--- src/rtl/av_mailbox_pkg.sv ---
`default_nettype none
// ============================================================================
// Module      : av_mailbox_pkg
// Description : Shared constants and types for the Avalon-MM mailbox slave.
//               Holds the register map addresses, the STATUS/CTRL bit
//               positions and the transaction FSM state encoding.
// Revision    : 1.0 - initial release
// ============================================================================
package av_mailbox_pkg;

    // Word addresses on the Avalon side
    localparam logic [2:0] c_ADDR_STATUS  = 3'd0;
    localparam logic [2:0] c_ADDR_RX_DATA = 3'd1;
    localparam logic [2:0] c_ADDR_TX_DATA = 3'd2;
    localparam logic [2:0] c_ADDR_SCRATCH = 3'd3;
    localparam logic [2:0] c_ADDR_CTRL    = 3'd4;

    // STATUS layout: [4:0] rx_count, [9:5] tx_count, then flag bits
    localparam int c_ST_RX_NONEMPTY  = 10;
    localparam int c_ST_TX_FULL      = 11;
    localparam int c_ST_RD_UNDERFLOW = 12;
    localparam int c_ST_TX_DROP      = 13;

    // CTRL layout: bit0 is a real register, bits 1..3 are write-1 pulses
    localparam int c_CTRL_IRQ_EN    = 0;
    localparam int c_CTRL_RX_FLUSH  = 1;
    localparam int c_CTRL_TX_FLUSH  = 2;
    localparam int c_CTRL_CLR_STICKY = 3;

    typedef enum logic [1:0] {
        S_IDLE   = 2'd0,
        S_WSTALL = 2'd1,
        S_ACK    = 2'd2
    } state_t;

endpackage
`default_nettype wire

--- src/rtl/mbox_fifo.sv ---
`default_nettype none
// ============================================================================
// Module      : mbox_fifo
// Description : Synchronous single-clock FIFO with occupancy count and a
//               combinational head output. Flush has priority over push/pop.
// Ports       : clk, rst_n (async active-low)
//               i_push/i_data  - write side (ignored when full)
//               i_pop          - read side (ignored when empty)
//               i_flush        - empties the FIFO on the next edge
//               o_full, o_empty, o_count (0..DEPTH), o_head
// Revision    : 1.0 - initial release
// ============================================================================
module mbox_fifo #(
    parameter  int DEPTH = 8,
    parameter  int WIDTH = 16,
    localparam int AW    = (DEPTH > 1) ? $clog2(DEPTH) : 1,
    localparam int CW    = $clog2(DEPTH) + 1
) (
    input  logic             clk,
    input  logic             rst_n,
    input  logic             i_push,
    input  logic [WIDTH-1:0] i_data,
    input  logic             i_pop,
    input  logic             i_flush,
    output logic             o_full,
    output logic             o_empty,
    output logic [CW-1:0]    o_count,
    output logic [WIDTH-1:0] o_head
);

    logic [WIDTH-1:0] r_mem [DEPTH];
    logic [AW-1:0]    r_wr_ptr;
    logic [AW-1:0]    r_rd_ptr;
    logic [CW-1:0]    r_count;
    logic             w_push;
    logic             w_pop;

    assign o_full  = (r_count == CW'(DEPTH));
    assign o_empty = (r_count == '0);
    assign o_count = r_count;
    assign o_head  = r_mem[r_rd_ptr];

    assign w_push = i_push & ~o_full;
    assign w_pop  = i_pop & ~o_empty;

    // DEPTH is a power of two, so pointers wrap naturally at AW bits
    always_ff @(posedge clk or negedge rst_n) begin
        if (!rst_n) begin
            r_wr_ptr <= '0;
            r_rd_ptr <= '0;
            r_count  <= '0;
            for (int i = 0; i < DEPTH; i++) begin
                r_mem[i] <= '0;
            end
        end else if (i_flush) begin
            r_wr_ptr <= '0;
            r_rd_ptr <= '0;
            r_count  <= '0;
        end else begin
            if (w_push) begin
                r_mem[r_wr_ptr] <= i_data;
                r_wr_ptr        <= r_wr_ptr + AW'(1);
            end
            if (w_pop) begin
                r_rd_ptr <= r_rd_ptr + AW'(1);
            end
            case ({w_push, w_pop})
                2'b10:   r_count <= r_count + CW'(1);
                2'b01:   r_count <= r_count - CW'(1);
                default: r_count <= r_count;
            endcase
        end
    end

endmodule
`default_nettype wire

--- src/rtl/av_mailbox_slave.sv ---
`default_nettype none
// ============================================================================
// Module      : av_mailbox_slave
// Description : Avalon-MM slave mailbox with waitrequest handshake. An RX
//               FIFO carries words from local logic to Avalon reads, a TX
//               FIFO carries Avalon writes to local logic. Also provides
//               STATUS, CTRL and SCRATCH registers and a level interrupt.
// Ports       : sysclk, sysreset_n (async active-low)
//               av_*           - Avalon-MM slave interface, 3-bit word address
//               rx_in_*        - local valid/ready push into RX FIFO
//               tx_out_*       - local valid/ready pop from TX FIFO
//               irq            - registered level interrupt
// Revision    : 1.0 - initial release
// ============================================================================
module av_mailbox_slave
    import av_mailbox_pkg::*;
#(
    parameter int DEPTH     = 8,
    parameter int STALL_MAX = 64
) (
    input  logic        sysclk,
    input  logic        sysreset_n,
    input  logic [2:0]  av_address,
    input  logic        av_read,
    input  logic        av_write,
    input  logic [15:0] av_writedata,
    output logic [15:0] av_readdata,
    output logic        av_waitrequest,
    input  logic [15:0] rx_in_data,
    input  logic        rx_in_valid,
    output logic        rx_in_ready,
    output logic [15:0] tx_out_data,
    output logic        tx_out_valid,
    input  logic        tx_out_ready,
    output logic        irq
);

    localparam int CW  = $clog2(DEPTH) + 1;
    localparam int SCW = $clog2(STALL_MAX + 1);

    state_t          r_state;
    state_t          w_state_nxt;
    logic [SCW-1:0]  r_stall_cnt;
    logic [SCW-1:0]  w_stall_cnt_nxt;
    logic [15:0]     r_readdata;
    logic [15:0]     r_scratch;
    logic            r_irq_en;
    logic            r_underflow;
    logic            r_drop;
    logic            r_irq;
    logic            r_run;

    logic            w_tx_push;
    logic            w_rx_pop;
    logic            w_rx_push;
    logic            w_rd_capture;
    logic            w_set_underflow;
    logic            w_set_drop;
    logic            w_scratch_we;
    logic            w_ctrl_we;
    logic            w_rx_flush;
    logic            w_tx_flush;
    logic            w_clr_sticky;
    logic [15:0]     w_rdata;
    logic [15:0]     w_status;

    logic            w_rx_full, w_rx_empty, w_tx_full, w_tx_empty;
    logic [CW-1:0]   w_rx_count, w_tx_count;
    logic [15:0]     w_rx_head, w_tx_head;

    // ---------------------------------------------------------------- FIFOs
    mbox_fifo #(.DEPTH(DEPTH), .WIDTH(16)) u_rx_fifo (
        .clk     (sysclk),
        .rst_n   (sysreset_n),
        .i_push  (w_rx_push),
        .i_data  (rx_in_data),
        .i_pop   (w_rx_pop),
        .i_flush (w_rx_flush),
        .o_full  (w_rx_full),
        .o_empty (w_rx_empty),
        .o_count (w_rx_count),
        .o_head  (w_rx_head)
    );

    mbox_fifo #(.DEPTH(DEPTH), .WIDTH(16)) u_tx_fifo (
        .clk     (sysclk),
        .rst_n   (sysreset_n),
        .i_push  (w_tx_push),
        .i_data  (av_writedata),
        .i_pop   (tx_out_valid & tx_out_ready),
        .i_flush (w_tx_flush),
        .o_full  (w_tx_full),
        .o_empty (w_tx_empty),
        .o_count (w_tx_count),
        .o_head  (w_tx_head)
    );

    // r_run holds rx_in_ready low while reset is asserted; a pending flush
    // also refuses the push so the flushed FIFO is really empty afterwards.
    assign rx_in_ready    = r_run & ~w_rx_full & ~w_rx_flush;
    assign w_rx_push      = rx_in_valid & rx_in_ready;
    assign tx_out_data    = w_tx_head;
    assign tx_out_valid   = ~w_tx_empty;
    assign av_waitrequest = (r_state != S_ACK);
    assign av_readdata    = r_readdata;
    assign irq            = r_irq;

    assign w_rx_flush   = w_ctrl_we & av_writedata[c_CTRL_RX_FLUSH];
    assign w_tx_flush   = w_ctrl_we & av_writedata[c_CTRL_TX_FLUSH];
    assign w_clr_sticky = w_ctrl_we & av_writedata[c_CTRL_CLR_STICKY];

    // ------------------------------------------------------------ read mux
    assign w_status = {2'b00, r_drop, r_underflow, w_tx_full, ~w_rx_empty,
                       5'(w_tx_count), 5'(w_rx_count)};

    always_comb begin
        w_rdata = '0;
        if (av_address == c_ADDR_STATUS) begin
            w_rdata = w_status;
        end else if (av_address == c_ADDR_RX_DATA) begin
            w_rdata = w_rx_empty ? 16'h0000 : w_rx_head;
        end else if (av_address == c_ADDR_SCRATCH) begin
            w_rdata = r_scratch;
        end else if (av_address == c_ADDR_CTRL) begin
            w_rdata = {15'd0, r_irq_en};
        end
    end

    // ------------------------------------------------------------ FSM comb
    always_comb begin
        w_state_nxt     = r_state;
        w_stall_cnt_nxt = r_stall_cnt;
        w_tx_push       = 1'b0;
        w_rx_pop        = 1'b0;
        w_rd_capture    = 1'b0;
        w_set_underflow = 1'b0;
        w_set_drop      = 1'b0;
        w_scratch_we    = 1'b0;
        w_ctrl_we       = 1'b0;
        case (r_state)
            S_IDLE: begin
                // Write wins when both strobes are high
                if (av_write) begin
                    if (av_address == c_ADDR_TX_DATA) begin
                        if (!w_tx_full) begin
                            w_tx_push   = 1'b1;
                            w_state_nxt = S_ACK;
                        end else begin
                            w_stall_cnt_nxt = '0;
                            w_state_nxt     = S_WSTALL;
                        end
                    end else begin
                        w_scratch_we = (av_address == c_ADDR_SCRATCH);
                        w_ctrl_we    = (av_address == c_ADDR_CTRL);
                        w_state_nxt  = S_ACK;
                    end
                end else if (av_read) begin
                    w_rd_capture = 1'b1;
                    if (av_address == c_ADDR_RX_DATA) begin
                        if (w_rx_empty) begin
                            w_set_underflow = 1'b1;
                        end else begin
                            w_rx_pop = 1'b1;
                        end
                    end
                    w_state_nxt = S_ACK;
                end
            end
            S_WSTALL: begin
                // Master holds av_writedata stable while waitrequest is high
                if (!w_tx_full) begin
                    w_tx_push   = 1'b1;
                    w_state_nxt = S_ACK;
                end else if (r_stall_cnt == SCW'(STALL_MAX - 1)) begin
                    w_set_drop  = 1'b1;
                    w_state_nxt = S_ACK;
                end else begin
                    w_stall_cnt_nxt = r_stall_cnt + SCW'(1);
                end
            end
            S_ACK: begin
                w_state_nxt = S_IDLE;
            end
            default: begin
                w_state_nxt = S_IDLE;
            end
        endcase
    end

    // ------------------------------------------------------------ registers
    always_ff @(posedge sysclk or negedge sysreset_n) begin
        if (!sysreset_n) begin
            r_state     <= S_IDLE;
            r_stall_cnt <= '0;
            r_readdata  <= '0;
            r_scratch   <= '0;
            r_irq_en    <= 1'b0;
            r_underflow <= 1'b0;
            r_drop      <= 1'b0;
            r_irq       <= 1'b0;
            r_run       <= 1'b0;
        end else begin
            r_state     <= w_state_nxt;
            r_stall_cnt <= w_stall_cnt_nxt;
            r_run       <= 1'b1;
            if (w_rd_capture) begin
                r_readdata <= w_rdata;
            end
            if (w_scratch_we) begin
                r_scratch <= av_writedata;
            end
            if (w_ctrl_we) begin
                r_irq_en <= av_writedata[c_CTRL_IRQ_EN];
            end
            // A set event in the same cycle as a clear takes effect
            r_underflow <= w_set_underflow | (r_underflow & ~w_clr_sticky);
            r_drop      <= w_set_drop | (r_drop & ~w_clr_sticky);
            r_irq       <= r_irq_en & (~w_rx_empty | r_underflow | r_drop);
        end
    end

endmodule
`default_nettype wire

--- config.mk ---
export PLATFORM = sky130hd
export DESIGN_NAME = av_mailbox_slave
export DESIGN_NICKNAME = d
export VERILOG_FILES = /design/src/rtl/av_mailbox_pkg.sv /design/src/rtl/mbox_fifo.sv /design/src/rtl/av_mailbox_slave.sv
export SDC_FILE = /design/constraint.sdc
export NUM_CORES = 1
export LEC_CHECK = 0
export CAP_MARGIN = 10
export CORE_ASPECT_RATIO = 1.5
export CORE_MARGIN = 2
export CORE_UTILIZATION = 40
export CTS_CLUSTER_SIZE = 10
export DETAILED_ROUTE_END_ITERATION = 6
export PLACE_DENSITY = 0.6
export SETUP_SLACK_MARGIN = 0.4
export SYNTH_ARGS = -nofsm -noshare
export SYNTH_HDL_FRONTEND = slang
export SYNTH_HIERARCHICAL = 1
export SYNTH_SLANG_ARGS = --single-unit
--- constraint.sdc ---
create_clock -name sysclk -period 6.35 [get_ports sysclk]
set_clock_uncertainty 0.2 [all_clocks]
set_input_delay 1.27 -clock sysclk [delete_from_list [all_inputs] [get_ports sysclk]]
set_output_delay 1.27 -clock sysclk [all_outputs]
set_load 0.01 [all_outputs]
### Yosys cells after proc, flatten, opt, wreduce, memory -nomap -nowiden

Index checks and enable logic that the tools add are counted.

* bits in registers: 322
* input port bits: 41
* output and inout bits: 36
* logic and storage cells: 180

* $add $sub $neg: 9
* magnitude comparators: 6
* equality and inequality tests: 20
* multiplexer cells: 68
* bitwise logic cells: 29
* reduce and logical (&&, ||, !) cells: 17

Operator list (count)
* $bwmux 128: 2
* $mux 16: 10
* $bmux 16 s3: 2
* $demux 16 s3: 2
* $mux 7: 5
* $mux 1: 26
* $mux 3: 8
* $ge 4x4->1 const B: 4
* $not 3->4: 4
* $pmux 4 s2: 2
* $and 1x1->1: 14
* $pmux 7 s2: 1
* $add 3x1->3 const B: 4
* $mux 2: 6
* $reduce_bool 2->1: 5
* $add 4x1->4 const B: 2
* $eq 4x4->1 const B: 2
* $logic_not 4->1: 2
* $lt 4x1->1 const B: 2
* $mux 4: 2
* $ne 2x2->1 const B: 4
* $sub 4x1->4 const B: 2
* $add 7x1->7 const B: 1
* $eq 7x6->1 const B: 1
* 17 further kinds: 36

### Logic depth before layout (Yosys ltp)

* depth after elaboration: 12
* gate-level depth with buffers: 13
* depth with buffers taken out: 10

### Cells and area by module

Netlist, hierarchy kept.

By module, submodules not included
* mbox_fifo: instances 2, cells each 408, area each 6640.1 um2, sequential area each 3453.3 um2
* av_mailbox_slave: instances 1, cells each 229, area each 2364.8 um2, sequential area each 1151.1 um2

### Least setup slack after synthesis

No wires, ideal clock.

* path kind: input port to flip-flop
* start point: input av_address[1]
* end point: register u_rx_fifo.r_count[3], in the netlist u_rx_fifo/o_count[3]
* library setup time: 122 ps
* arrival time: 3561 ps
* data required time: 6028 ps
* setup slack: 2467 ps
* cell stages on the path: 11
* buffers on the path: 2
* path through: buf_2 > nor2_1 > and3_1 > a211oi_1 > clkbuf_1 > a21oi_1 > ha_1 > a21oi_1 > and3_1 > mux2i_1 > nand2_1

* cells in the longest elaborated chain, start to end: 12
* elaborated cells between the ends (all ways): 21
* classes of those cells: 5 x eq/ne; 9 x mux; 6 x bitwise; 1 x reduce/logical

Ends and longest elaborated chain
* from (decl): RTL line av_mailbox_slave.sv:23 `input logic [2:0] av_address,`
* $eq 3x3->1 or $eq 3x2->1 (tied branches): RTL line av_mailbox_slave.sv:154, av_mailbox_slave.sv:144
* $mux 1 (*): RTL line av_mailbox_slave.sv:144 `if (av_address == c_ADDR_TX_DATA) begin`
* $mux 1 (*): RTL line av_mailbox_slave.sv:143 `if (av_write) begin`
* $mux 1 (*): RTL line av_mailbox_slave.sv:140 `case (r_state)`
* $and 1x1->1 (*): RTL line av_mailbox_slave.sv:108 `assign w_rx_flush = w_ctrl_we & av_writedata[c_CTRL_RX_FLUSH];`
* $not 1->1 (no source line) (*)
* $and 1x1->1 (*): RTL line av_mailbox_slave.sv:100 `assign rx_in_ready = r_run & ~w_rx_full & ~w_rx_flush;`
* $and 1x1->1 (*): RTL line av_mailbox_slave.sv:101 `assign w_rx_push = rx_in_valid & rx_in_ready;`
* via w_rx_push: RTL line av_mailbox_slave.sv:55 `logic w_rx_push;`
* $and 1x1->1 (*): RTL line mbox_fifo.sv:43 `assign w_push = i_push & ~o_full;`
* $eq 2x1->1 or $eq 2x2->1 (tied branches): RTL line mbox_fifo.sv:67 `case ({w_push, w_pop})`
* $pmux 4 s2: RTL line mbox_fifo.sv:67
* $mux 4: RTL line mbox_fifo.sv:55 `end else if (i_flush) begin`
* to (signal assigned): RTL line mbox_fifo.sv:68 `2'b10: r_count <= r_count + CW'(1);`
* to (signal assigned): RTL line mbox_fifo.sv:69 `2'b01: r_count <= r_count - CW'(1);`
* to (signal assigned): RTL line mbox_fifo.sv:70 `default: r_count <= r_count;`
* to (decl): RTL line mbox_fifo.sv:34 `logic [CW-1:0] r_count;`

Mark *: on every way through the listed nets, which the timed path passes. The rest lies on a longest branch.
A chain may end at the register's enable or synchronous reset.

### Worst setup path in the final report

* start point: input av_address[0]
* end point: output rx_in_ready

* cells in the longest elaborated chain, start to end: 7
* elaborated cells between the ends (all ways): 8
* classes of those cells: 2 x eq/ne; 3 x mux; 3 x bitwise

Ends and longest elaborated chain
* $eq 3x3->1 or $eq 3x2->1 (tied branches): RTL line av_mailbox_slave.sv:154, av_mailbox_slave.sv:144
* $mux 1 (*): RTL line av_mailbox_slave.sv:144
* $mux 1 (*): RTL line av_mailbox_slave.sv:143
* $mux 1 (*): RTL line av_mailbox_slave.sv:140
* $and 1x1->1 (*): RTL line av_mailbox_slave.sv:108
* $not 1->1 (no source line) (*)
* $and 1x1->1 (*): RTL line av_mailbox_slave.sv:100
* to (decl): RTL line av_mailbox_slave.sv:31 `output logic rx_in_ready,`

Mark *: on every way between the ends. The rest lies on a longest branch, timed or not.

==> run metrics <==
post-layout net count=between 1000 and 1500; vias in the first global route=about 9600; post-synthesis sequential area ratio=51.5%; Root Driver=clkbuf_16; Slew Limit Fails=0; worst skew pair latency=between 0.5 and 0.6 ns; CTS H-tree lvls=2; Longest Clk Path Bufs=3; run status=finished, final reports clean; leak pwr=a little over 8 nW; Setup violations, final=0; Avg Cell Area, Syn=15.0 um2; Non-Filler Instances=1609; vias per cell=about 5.6; grt peak-use layer=met2; Hold Path Depth=2; Power, Total=between 7 and 8 mW; hold buffers post-CTS=0; gp weighted congestion=roughly 0.76; crit share post-route=74.9%; Max Cap Viol=0; chip height=around 250 um; post-cts resize count=0; Post-synth EDFFs=0; first-pass GRT wire length=56500 um; required time worst endpoint=about 4.9 ns; initial antenna violation count=1; unrepaired setup endpoints after global routing=false; Post-Syn Area=around 0.016 mm2; crit end category=output port; Pwr Density=roughly 420 mW/mm2; die width=~170 um; Post-synth top flop=dfrtp_1; flops & latches, synth=322; met3 Usage GRT=roughly 2.8%; # DRC=0; Post-Route Setup TNS=0 ns; die area=roughly 0.041 mm2; Synth-to-Final Area Change=13.2%; top cell type's share of synthesized area=between 50% and 60%; top cells by area, synth=dfrtp_1, mux2_2, mux4_2; synthesis warning total=6; pin count of the biggest net entering global routing=119; drt initial violations=411; Post-Syn Nets=roughly 1100; Critical Path Start Type=primary input; CTS Buf Count=38; final worst path period need=about 4.8 ns; WL per Instance=between 20 and 25 um; Synth area leader=dfrtp_1; Netlist cell types=63; Place WS=1.39 ns; # rows=about 90; CTS tree=built; Hold Violations, Final=0; Post-synth ARST share=100%; peak supply drop=approximately 240 uV; Reg area=around 0.0081 mm2; met1 Use GR=approximately 23%; Total Routing Usage GR=18.2%; Clock Sinks=between 300 and 400; Antenna Cells=0; hpwl dp=between 20000 and 25000 um; Multi-input gate area=between 0.007 and 0.008 mm2; cells after synthesis=roughly 1000; DP Cell Count=1560; number of buffers added on ports=between 70 and 80; Filler cells=approximately 3500; CORE AREA=a little under 0.04 mm2; crit path DAT=around 3.3 ns; critical path type=primary input to output port; Critical Path Fanout Max=18; I/O pins=between 70 and 80; Initial Util=between 40% and 50%; final core utilization=approximately 46%; drt pass-1 iters=4; layout cells sized above 1=40.5%; Clk pin slew, worst setup/hold paths=roughly 0.05 ns; post-route ant nets=0; FF-to-FF path depth=8; maximum operating frequency=approximately 0.21 GHz; Congestion Overflow GR=0; Setup WS post-layout=about 1.6 ns; Total Wirelength=around 36000 um; measured slew at the worst slew-check pin=1.04 ns; met2 usage=about a third; Max-slew headroom=30.4%; vias=about 9000; worst hold path class=flip-flop to flip-flop; Setup Fix Bufs, Post-CTS=0
## logic make-up (layout without fill, tap and decap cells)
logic type	after synthesis	count (layout)	share of synthesized area, %
compound gates	73	73	3.50
xor+xnor	12	12	0.672
fa+ha+maj	11	11	0.976
buf+inv	79	148	3.55
flops	322	322	51.5
mux	380	380	33.4
other cells	1	1	0.0240
simple gates	167	167	6.34
## cell type report
| class | instances | share of cell area, % |
|---|---|---|
| multi-input cells | 644 | 39.7 |
| well taps | 495 | 3.50 |
| inverters | 5 | 0.106 |
| clock buffers | 48 | 5.94 |
| flip-flops and latches | 322 | 45.5 |
| clock inverters | 1 | 0.0283 |
| repair buffers | 94 | 5.16 |
## report_power, final
group          switching [mW]  total (mW)  internal [mW]
clock                   0.779        1.92           1.14
sequential              0.510        3.22           2.71
combinational           0.922        2.35           1.43
## through the flow
step,area (um2),hold WS (ns)
after CTS,17700,0.288
after global routing,17700,0.303
after floorplan,15600,0.259
after detailed placement,16600,0.276
final,17700,0.289
after global placement,16600,0.271
## critical path: stages
cell             delay (ns)
clkdlybuf4s50_1        0.87
nor2_1                 0.14
and3_1                 0.28
a21oi_1                0.16
clkdlybuf4s50_1        0.56
## cell usage in the layout, fill, tap and decap left out, types with 4 or more instances in the layout
cell type / instances
a22o_1: 11
nand3_1: 9
a211oi_1: 5
dfrtp_1: 320
inv_1: 5
clkdlybuf4s50_1: 75
buf_4: 17
nand4bb_1: 4
nand3b_4: 4
o41ai_1: 7
and3_1: 7
nor3_1: 8
mux2i_1: 8
nand4_1: 4
nand2b_1: 18
clkbuf_16: 41
mux2_4: 64
mux2_2: 244
o21ai_0: 10
a21oi_1: 18
xor2_1: 6
nand2_4: 4
xnor2_1: 6
ha_1: 9
mux4_2: 64
nand2_1: 39
nor2_1: 39
clkbuf_1: 7
## layer usage
| layer | vias to the layer above | share of wire, % |
|---|---|---|
| met1 | 4778 | 41 |
| met2 | 131 | 53 |
| met3 | 62 | 3.2 |
| met4 | 2 | 2.5 |
| met5 | - | 0.036 |
| li1 | 3982 | - |
## cell usage after synthesis (7+ instances only)
library cell  instances
buf_1                 8
mux2_2              244
buf_6                14
nand3_1               9
ha_1                  9
a22o_1               11
nor3_1                8
nor2_1               39
mux2i_1               8
nand2_1              39
and3_1                7
clkbuf_1             23
buf_2                12
a21oi_1              18
nand2b_1             18
mux4_2               64
o41ai_1               7
mux2_4               64
dfrtp_1             322
o21ai_0              10
buf_4                11
## sequential cells by signal, indices dropped and copies added (netlist names)
register            count
av_readdata            16
irq                     1
r_drop                  1
r_irq_en                1
r_run                   1
r_scratch              16
r_stall_cnt             7
r_state                 2
r_underflow             1
u_rx_fifo/o_count       4
u_rx_fifo/r_mem       128
u_rx_fifo/r_rd_ptr      3
u_rx_fifo/r_wr_ptr      3
u_tx_fifo/o_count       4
u_tx_fifo/r_mem       128
u_tx_fifo/r_rd_ptr      3
u_tx_fifo/r_wr_ptr      3
## final timing paths
| path | start | endpoint | slack (ns) |
|---|---|---|---|
| min reg2reg | av_readdata[9] | av_readdata[9] | 0.29 |
| min in group asynchronous | sysreset_n | u_tx_fifo/r_mem[5] | 0.62 |
| min | av_readdata[9] | av_readdata[9] | 0.29 |
| max in group asynchronous | sysreset_n | u_rx_fifo/r_mem[38] | 3.98 |
| max reg2reg | u_rx_fifo/o_count[0] | u_rx_fifo/r_mem[29] | 2.84 |
| max | av_address[0] | rx_in_ready | 1.59 |
Power figures use the tool's default switching activity.
